==> config.mk <==
export PLATFORM = sky130hd
export DESIGN_NAME = softmax_normalize
export DESIGN_NICKNAME = d
export VERILOG_FILES = /design/src/rtl/softmax_normalize.sv
export SDC_FILE = /design/constraint.sdc
export NUM_CORES = 1
export LEC_CHECK = 0
export CORE_ASPECT_RATIO = 0.9
export CORE_MARGIN = 5
export CORE_UTILIZATION = 47
export DETAILED_ROUTE_END_ITERATION = 16
export GPL_TIMING_DRIVEN = 0
export HOLD_SLACK_MARGIN = 0.05
export SLEW_MARGIN = 20
export SYNTH_ARGS = -nofsm -noshare
export SYNTH_HDL_FRONTEND = slang
export SYNTH_SLANG_ARGS = --single-unit
==> constraint.sdc <==
create_clock -name clk -period 9.9 [get_ports clk]
set_input_delay 2.475 -clock clk [delete_from_list [all_inputs] [get_ports clk]]
set_output_delay 2.475 -clock clk [all_outputs]
set_load 0.01 [all_outputs]
==> src/rtl/softmax_normalize.sv <==
// -----------------------------------------------------------------------------
// softmax_normalize
//
// Final stage of the softmax datapath. Collects a vector of up to N_MAX exp
// words {position, mantissa}, aligns each one to a 32-bit Q16.16 value while
// accumulating their sum, then divides every buffered value by the sum with a
// serial restoring divider. The results leave as unsigned Q0.16 probabilities
// on a valid/ready stream.
//
// Ports:
//   clk, rst_n     clock, asynchronous active-low reset
//   in_valid       input beat valid
//   in_ready       block accepts an input beat (only while loading)
//   in_data        exp word: [PW+MW-1:MW] = position p, [MW-1:0] = mantissa m
//   in_last        final element of the vector
//   out_valid      probability beat valid
//   out_ready      downstream accepts the probability beat
//   out_data       probability, unsigned Q0.QW
//   out_last       final probability of the vector
//   busy           high whenever a vector is in progress
//   err_zero_sum   sticky per vector: the sum was zero
//   err_sat        sticky per vector: some input had p > 16 (clamped)
// -----------------------------------------------------------------------------
module softmax_normalize #(
   parameter int N_MAX = 8,
   parameter int MW    = 16,
   parameter int PW    = 5,
   parameter int QW    = 16
) (
   input  logic             clk,
   input  logic             rst_n,
   input  logic             in_valid,
   output logic             in_ready,
   input  logic [PW+MW-1:0] in_data,
   input  logic             in_last,
   output logic             out_valid,
   input  logic             out_ready,
   output logic [QW-1:0]    out_data,
   output logic             out_last,
   output logic             busy,
   output logic             err_zero_sum,
   output logic             err_sat
);

   localparam int SW  = 32 + $clog2(N_MAX);              // sum width, cannot overflow
   localparam int RW  = SW + 1;                          // remainder holds 2*sum
   localparam int CW  = $clog2(N_MAX + 1);               // count 0..N_MAX
   localparam int IW  = (N_MAX > 1) ? $clog2(N_MAX) : 1; // element index
   localparam int STW = $clog2(QW + 1);                  // divider step 0..QW

   typedef enum logic [1:0] {
      LOAD,
      DIV,
      OUT
   } state_t;

   state_t        state, state_next;
   logic [CW-1:0] count;
   logic [IW-1:0] idx;
   logic [SW-1:0] sum;
   logic [STW-1:0] step;
   logic [RW-1:0] rem;
   logic [QW-1:0] quot;
   logic [31:0]   buf_mem [N_MAX];

   // Input alignment: value = m * 2^(p-16), so Q16.16 is simply m << p.
   logic [PW-1:0] pos;
   logic [MW-1:0] mant;
   logic          sat_in;
   logic [PW-1:0] shamt;
   logic [31:0]   aligned;

   assign pos     = in_data[MW +: PW];
   assign mant    = in_data[MW-1:0];
   assign sat_in  = (pos > PW'(16));
   assign shamt   = sat_in ? PW'(16) : pos;
   assign aligned = 32'(mant) << shamt;

   logic            in_fire, out_fire, beat_last, last_elem, zero_sum, rem_ge;
   logic [RW-1:0]   rem_sh;

   assign in_fire   = in_valid && in_ready;
   assign out_fire  = out_valid && out_ready;
   // The N_MAX-th beat closes the vector whatever in_last says.
   assign beat_last = in_last || (count == CW'(N_MAX - 1));
   assign last_elem = (CW'(idx) == count - CW'(1));
   assign zero_sum  = (sum == '0);
   assign rem_sh    = {rem[RW-2:0], 1'b0};
   assign rem_ge    = (rem_sh >= RW'(sum));

   // NOTE: sequential state uses non-blocking assignments so every register
   // samples the pre-edge values, independent of statement order.
   always_ff @(posedge clk or negedge rst_n) begin
      if (!rst_n) state <= LOAD;
      else        state <= state_next;
   end

   // NOTE: every output of this block gets a default first, so no path can
   // leave a signal unassigned and infer a latch.
   always_comb begin
      state_next = state;
      in_ready   = 1'b0;
      out_valid  = 1'b0;
      case (state)
         LOAD: begin
            in_ready = 1'b1;
            if (in_valid && beat_last) state_next = DIV;
         end
         DIV: begin
            // Step 0 loads the remainder (or short-cuts a zero sum);
            // steps 1..QW each produce one quotient bit, MSB first.
            if ((step == '0 && zero_sum) || step == STW'(QW)) state_next = OUT;
         end
         OUT: begin
            out_valid = 1'b1;
            if (out_ready) state_next = last_elem ? LOAD : DIV;
         end
         default: state_next = LOAD;
      endcase
   end

   assign out_last = out_valid && last_elem;
   assign busy     = (state != LOAD) || (count != '0);
   assign out_data = quot;

   always_ff @(posedge clk or negedge rst_n) begin
      if (!rst_n) begin
         count        <= '0;
         idx          <= '0;
         sum          <= '0;
         step         <= '0;
         rem          <= '0;
         quot         <= '0;
         err_zero_sum <= 1'b0;
         err_sat      <= 1'b0;
      end else begin
         case (state)
            LOAD: begin
               if (in_fire) begin
                  count <= count + CW'(1);
                  sum   <= sum + SW'(aligned);
                  idx   <= '0;
                  step  <= '0;
                  // Error flags belong to one vector: restart them on its first beat.
                  if (count == '0) begin
                     err_sat      <= sat_in;
                     err_zero_sum <= 1'b0;
                  end else if (sat_in) begin
                     err_sat <= 1'b1;
                  end
               end
            end
            DIV: begin
               if (step == '0) begin
                  step <= STW'(1);
                  if (zero_sum) begin
                     quot         <= '0;
                     err_zero_sum <= 1'b1;
                  end else begin
                     rem <= RW'(buf_mem[idx]);
                  end
               end else begin
                  // When buf[idx] equals the sum the remainder stays at sum and
                  // every bit comes out 1, giving the all-ones saturation value.
                  rem  <= rem_ge ? rem_sh - RW'(sum) : rem_sh;
                  quot <= {quot[QW-2:0], rem_ge};
                  step <= step + STW'(1);
               end
            end
            OUT: begin
               if (out_fire) begin
                  step <= '0;
                  if (last_elem) begin
                     count <= '0;
                     sum   <= '0;
                  end else begin
                     idx <= idx + IW'(1);
                  end
               end
            end
            default: ;
         endcase
      end
   end

   // NOTE: the vector buffer is deliberately not reset; each entry is written
   // before it is read within a vector, so reset would only cost flops.
   always_ff @(posedge clk) begin
      if (in_fire) buf_mem[count[IW-1:0]] <= aligned;
   end

endmodule
==> key figures <==
CTS
  • Worst-skew pair later-pin latency: 560 ps
  • TritonCTS sink count: 358
  • Clock tree from TritonCTS: yes
  • Buffers from clock root to sink, at most: 3
  • Clock slew seen by the registers of the worst setup and hold paths: 60 ps
  • TritonCTS buffer count: 40
  • CTS root buf: sky130_fd_sc_hd__clkbuf_16
  • Number of buffers inserted for hold repair after clock tree synthesis: 0
  • Number of gates resized after CTS: 0
  • Buffers inserted during post-CTS setup optimization: 0
  • H-tree depth reported by CTS: 2

Timing
  • Share of the clock period used by the worst path after layout: 77.8%
  • Post-layout worst setup margin: 2200 ps
  • Final hold vios: 0
  • Worst-case clock skew: 10.8 ps
  • Summed negative setup slack over all endpoints: 0 ps
  • Max-slew headroom: 25.1%
  • RSZ-0062 raised after global routing: false
  • Highest achievable clock rate: 130 MHz
  • Measured slew at the worst slew-check pin: 1120 ps
  • Time the final worst path needs with I/O delays and setup: 7700 ps
  • Number of endpoints failing setup at the final stage: 0
  • Fin. max-slew vios: 0

Routing
  • DRT antenna net count: 0
  • Wire per inst: 24.7 microns
  • Detailed router's first-iteration violation count: 1514
  • Drt total wl: 54900 microns
  • Number of remaining DRC errors: 0
  • Number of vias per cell: 6.10
  • Total number of vias: 13500
  • Pre-Repair DR Iteration Count: 5

Place
  • Placement Cell Area: 0.0204 sq mm
  • Routability Congestion: 0.955
  • Post-detailed-placement half-perimeter wirelength: 40900 microns
  • Worst setup timing slack at the placement stage: 1460 ps
  • I/O Buffers: 46

Floorplanning
  • Die W: 221 microns
  • Die Footprint: 0.0442 sq mm
  • Core Footprint: 0.0395 sq mm
  • Initial Util: 47.6%
  • Die Ht: 200 microns
  • Ports: 48
  • Row cnt: 69

Global route
  • Pin count of the biggest net entering global routing: 62
  • First-pass GRT wire length: 82800 microns
  • Vias in the first global route: 13000
  • Overflow after GRT: 0
  • Tot GR Track Use: 24.7%
  • Antenna violations before repair: 0

Logic synthesis
  • Compound-cell area share of the yosys netlist: 14.2%
  • Post-Syn Area per Cell: 12.4 sq um
  • EDFF count, synth: 256
  • Post-synthesis instance area: 0.0188 sq mm
  • Synthesis-stage register bit count: 358
  • Post-Synthesis Net Count: 1625
  • Most used flip-flop cell after synthesis: sky130_fd_sc_hd__edfxtp_1
  • Cells after synthesis: 1525
  • Basic-gate share of the synthesized area counting and, or, nand and nor cells: 8.87%
  • XOR/XNOR Fraction of Synth Area: 2.84%
  • Adder and majority gate portion of the synthesized area: 4.99%
  • Async set-or-reset flop fraction in the synthesized netlist: 28.5%
  • Share of synthesized area occupied by flip-flops and latches: 54.4%
  • Distinct cell type count after synthesis: 72
  • Synth warnings: 0
  • Fraction of synthesized area in multiplexers: 11.7%
  • Combinational family with the most area after synthesis: compound AO/OA/AOI/OAI gates

Final layout
  • Final #Nets: 1756
  • Antenna fix cells: 0
  • Number of fillers in the final layout: 3367
  • Final cell utilization of the core: 54.7%
  • Post-layout instance area: 0.0216 sq mm
  • Fraction of final layout cells sized beyond drive strength 1: 13.0%
  • Growth of design area from synthesis to finish: 14.9%

Worst setup path
  • Critical path start-end classification: input port to flip-flop
  • Biggest cell delay along the critical path: 680 ps
  • Maximum net fanout on the critical path: 10
  • Startpoint types: input port
  • Critical path data required time: 10340 ps
  • Kind of end point of the critical path: flip-flop
  • Critical path's slowest cell: sky130_fd_sc_hd__nor2_1
  • Cell chain of the critical path: clkdlybuf4s50_1 > nand2b_1 > clkbuf_1 > buf_1 > mux2i_1 > nand2_1 > a21oi_1 > a21oi_1 > nor2_1 > ha_1 > o21a_1 > o2111a_1 > a221oi_2 > a21boi_0 > a2111oi_2 > o21bai_1 > a21boi_1 > mux2i_1 > and4_1
  • WP data arrival: 8150 ps

Run status
  • Run status: completed

Min path
  • Min-Delay Path Class: flip-flop to flip-flop

Pwr
  • Peak supply drop: 0.126 mV
  • Reported leakage power: 8.11 nW
  • Power per cell area: 310 mW/mm^2
  • Sum of internal, switching and leakage power: 6.70 mW

Job
  • MaxCap Viol Count: 0
-- cell usage in the layout, fill, tap and decap left out, types with 11 or more instances in the layout --
| master | count |
|---|---|
| sky130_fd_sc_hd__o211ai_1 | 15 |
| sky130_fd_sc_hd__nor4_1 | 12 |
| sky130_fd_sc_hd__mux4_2 | 64 |
| sky130_fd_sc_hd__o22ai_1 | 25 |
| sky130_fd_sc_hd__a31oi_1 | 11 |
| sky130_fd_sc_hd__nand3_1 | 29 |
| sky130_fd_sc_hd__edfxtp_1 | 256 |
| sky130_fd_sc_hd__o21bai_1 | 13 |
| sky130_fd_sc_hd__inv_1 | 58 |
| sky130_fd_sc_hd__clkdlybuf4s50_1 | 45 |
| sky130_fd_sc_hd__a22o_1 | 27 |
| sky130_fd_sc_hd__xor2_1 | 28 |
| sky130_fd_sc_hd__clkbuf_16 | 41 |
| sky130_fd_sc_hd__a21oi_1 | 118 |
| sky130_fd_sc_hd__nor2_1 | 77 |
| sky130_fd_sc_hd__nand2_1 | 107 |
| sky130_fd_sc_hd__ha_1 | 72 |
| sky130_fd_sc_hd__xnor2_1 | 33 |
| sky130_fd_sc_hd__a211oi_1 | 11 |
| sky130_fd_sc_hd__mux2i_1 | 74 |
| sky130_fd_sc_hd__buf_2 | 30 |
| sky130_fd_sc_hd__o21ai_1 | 15 |
| sky130_fd_sc_hd__buf_4 | 24 |
| sky130_fd_sc_hd__nor3_1 | 38 |
| sky130_fd_sc_hd__a21o_1 | 41 |
| sky130_fd_sc_hd__o21ai_0 | 50 |
| sky130_fd_sc_hd__nand4_1 | 18 |
| sky130_fd_sc_hd__dfrtp_1 | 102 |
| sky130_fd_sc_hd__clkbuf_1 | 78 |
-- critical path, delay by kind of cell --
family | cells | cell delay [ps]
AO/OA/AOI/OAI | 9 | 2130
buffers and inverters | 3 | 1400
adder cells (fa/ha/maj) | 1 | 410
multiplexers | 2 | 640
AND/OR/NAND/NOR | 4 | 1100
-- logic make-up after synthesis --
kind of cell               count (synthesis)
AOI/OAI and AO/OA                        400
DFF                                      358
and+or+nand+nor                          350
buffers and inverters                    142
muxes                                    140
adders and majority gates                 74
xor gates and xnor gates                  61
-- where the power goes --
part / switching [mW] / internal, mW / total, mW
sequential: 0.208 / 1.85 / 2.06
combinational: 1.93 / 1.27 / 3.20
clock: 0.601 / 0.843 / 1.44
-- cell usage after synthesis (11+ instances only) --
| master | n | area (sq um) |
|---|---|---|
| sky130_fd_sc_hd__edfxtp_1 | 256 | 7690 |
| sky130_fd_sc_hd__a21oi_1 | 119 | 596 |
| sky130_fd_sc_hd__nand2_1 | 107 | 402 |
| sky130_fd_sc_hd__dfrtp_1 | 102 | 2550 |
| sky130_fd_sc_hd__nor2_1 | 79 | 297 |
| sky130_fd_sc_hd__mux2i_1 | 74 | 741 |
| sky130_fd_sc_hd__ha_1 | 72 | 901 |
| sky130_fd_sc_hd__mux4_2 | 64 | 1440 |
| sky130_fd_sc_hd__clkbuf_1 | 62 | 233 |
| sky130_fd_sc_hd__inv_1 | 58 | 218 |
| sky130_fd_sc_hd__o21ai_0 | 54 | 270 |
| sky130_fd_sc_hd__a21o_1 | 41 | 308 |
| sky130_fd_sc_hd__nor3_1 | 41 | 205 |
| sky130_fd_sc_hd__xnor2_1 | 33 | 289 |
| sky130_fd_sc_hd__nand3_1 | 29 | 145 |
| sky130_fd_sc_hd__xor2_1 | 28 | 245 |
| sky130_fd_sc_hd__a22o_1 | 27 | 236 |
| sky130_fd_sc_hd__o22ai_1 | 25 | 156 |
| sky130_fd_sc_hd__a211oi_1 | 18 | 135 |
| sky130_fd_sc_hd__nand4_1 | 18 | 113 |
| sky130_fd_sc_hd__o211ai_1 | 15 | 113 |
| sky130_fd_sc_hd__nor4_1 | 14 | 87.6 |
| sky130_fd_sc_hd__o21bai_1 | 13 | 97.6 |
| sky130_fd_sc_hd__buf_2 | 12 | 60.1 |
| sky130_fd_sc_hd__a31oi_1 | 11 | 68.8 |
| sky130_fd_sc_hd__o21ai_1 | 11 | 55.1 |
-- cell type report --
class / count / area, sq um / share of cell area, %
buffer: 84 / 350 / 1.62
clock buffer: 60 / 1130 / 5.21
clock inverter: 14 / 138 / 0.636
inverter: 58 / 218 / 1.01
multi-input combinational: 1025 / 8120 / 37.5
sequential: 358 / 10200 / 47.3
tap: 532 / 666 / 3.08
timing repair buffer: 89 / 778 / 3.60
-- sequential cells by signal, summed over array words and instances, names as in the netlist --
name / flops
buf_mem: 256
rem: 35
sum: 35
out_data: 16
step: 5
count: 4
idx: 3
state: 2
err_sat: 1
err_zero_sum: 1
-- path summary, 6_finish.rpt --
check	start	slack [ps]	end	cells after the start
worst max-delay path	in_data[20]	2200	sum[33]	19
worst min-delay path	out_data[15]	500	out_data[15]	1
worst max register to register	count[0]	5020	buf_mem[2][17]	13
worst min register to register	out_data[15]	500	out_data[15]	1
max in group asynchronous	rst_n	7340	sum[9]	2
min in group asynchronous	rst_n	1910	sum[32]	1
-- stage by stage --
stage          hold WS [ps]  std cells
2_1_floorplan           475       1525
3_3_place_gp            485       2103
3_5_place_dp            483       2146
4_1_cts                 504       2220
5_1_grt                 542       2220
6_report                503       2220
-- metal layers --
metal	vias up	global-route usage, %	wire length, microns
met5	-	0	0
met4	0	7.30	1380
met3	71	3.74	3880
met2	516	37.9	24200
met1	6816	37.0	25400
li1	6142	-	-
Note: power is estimated with default switching activity, not from simulation.
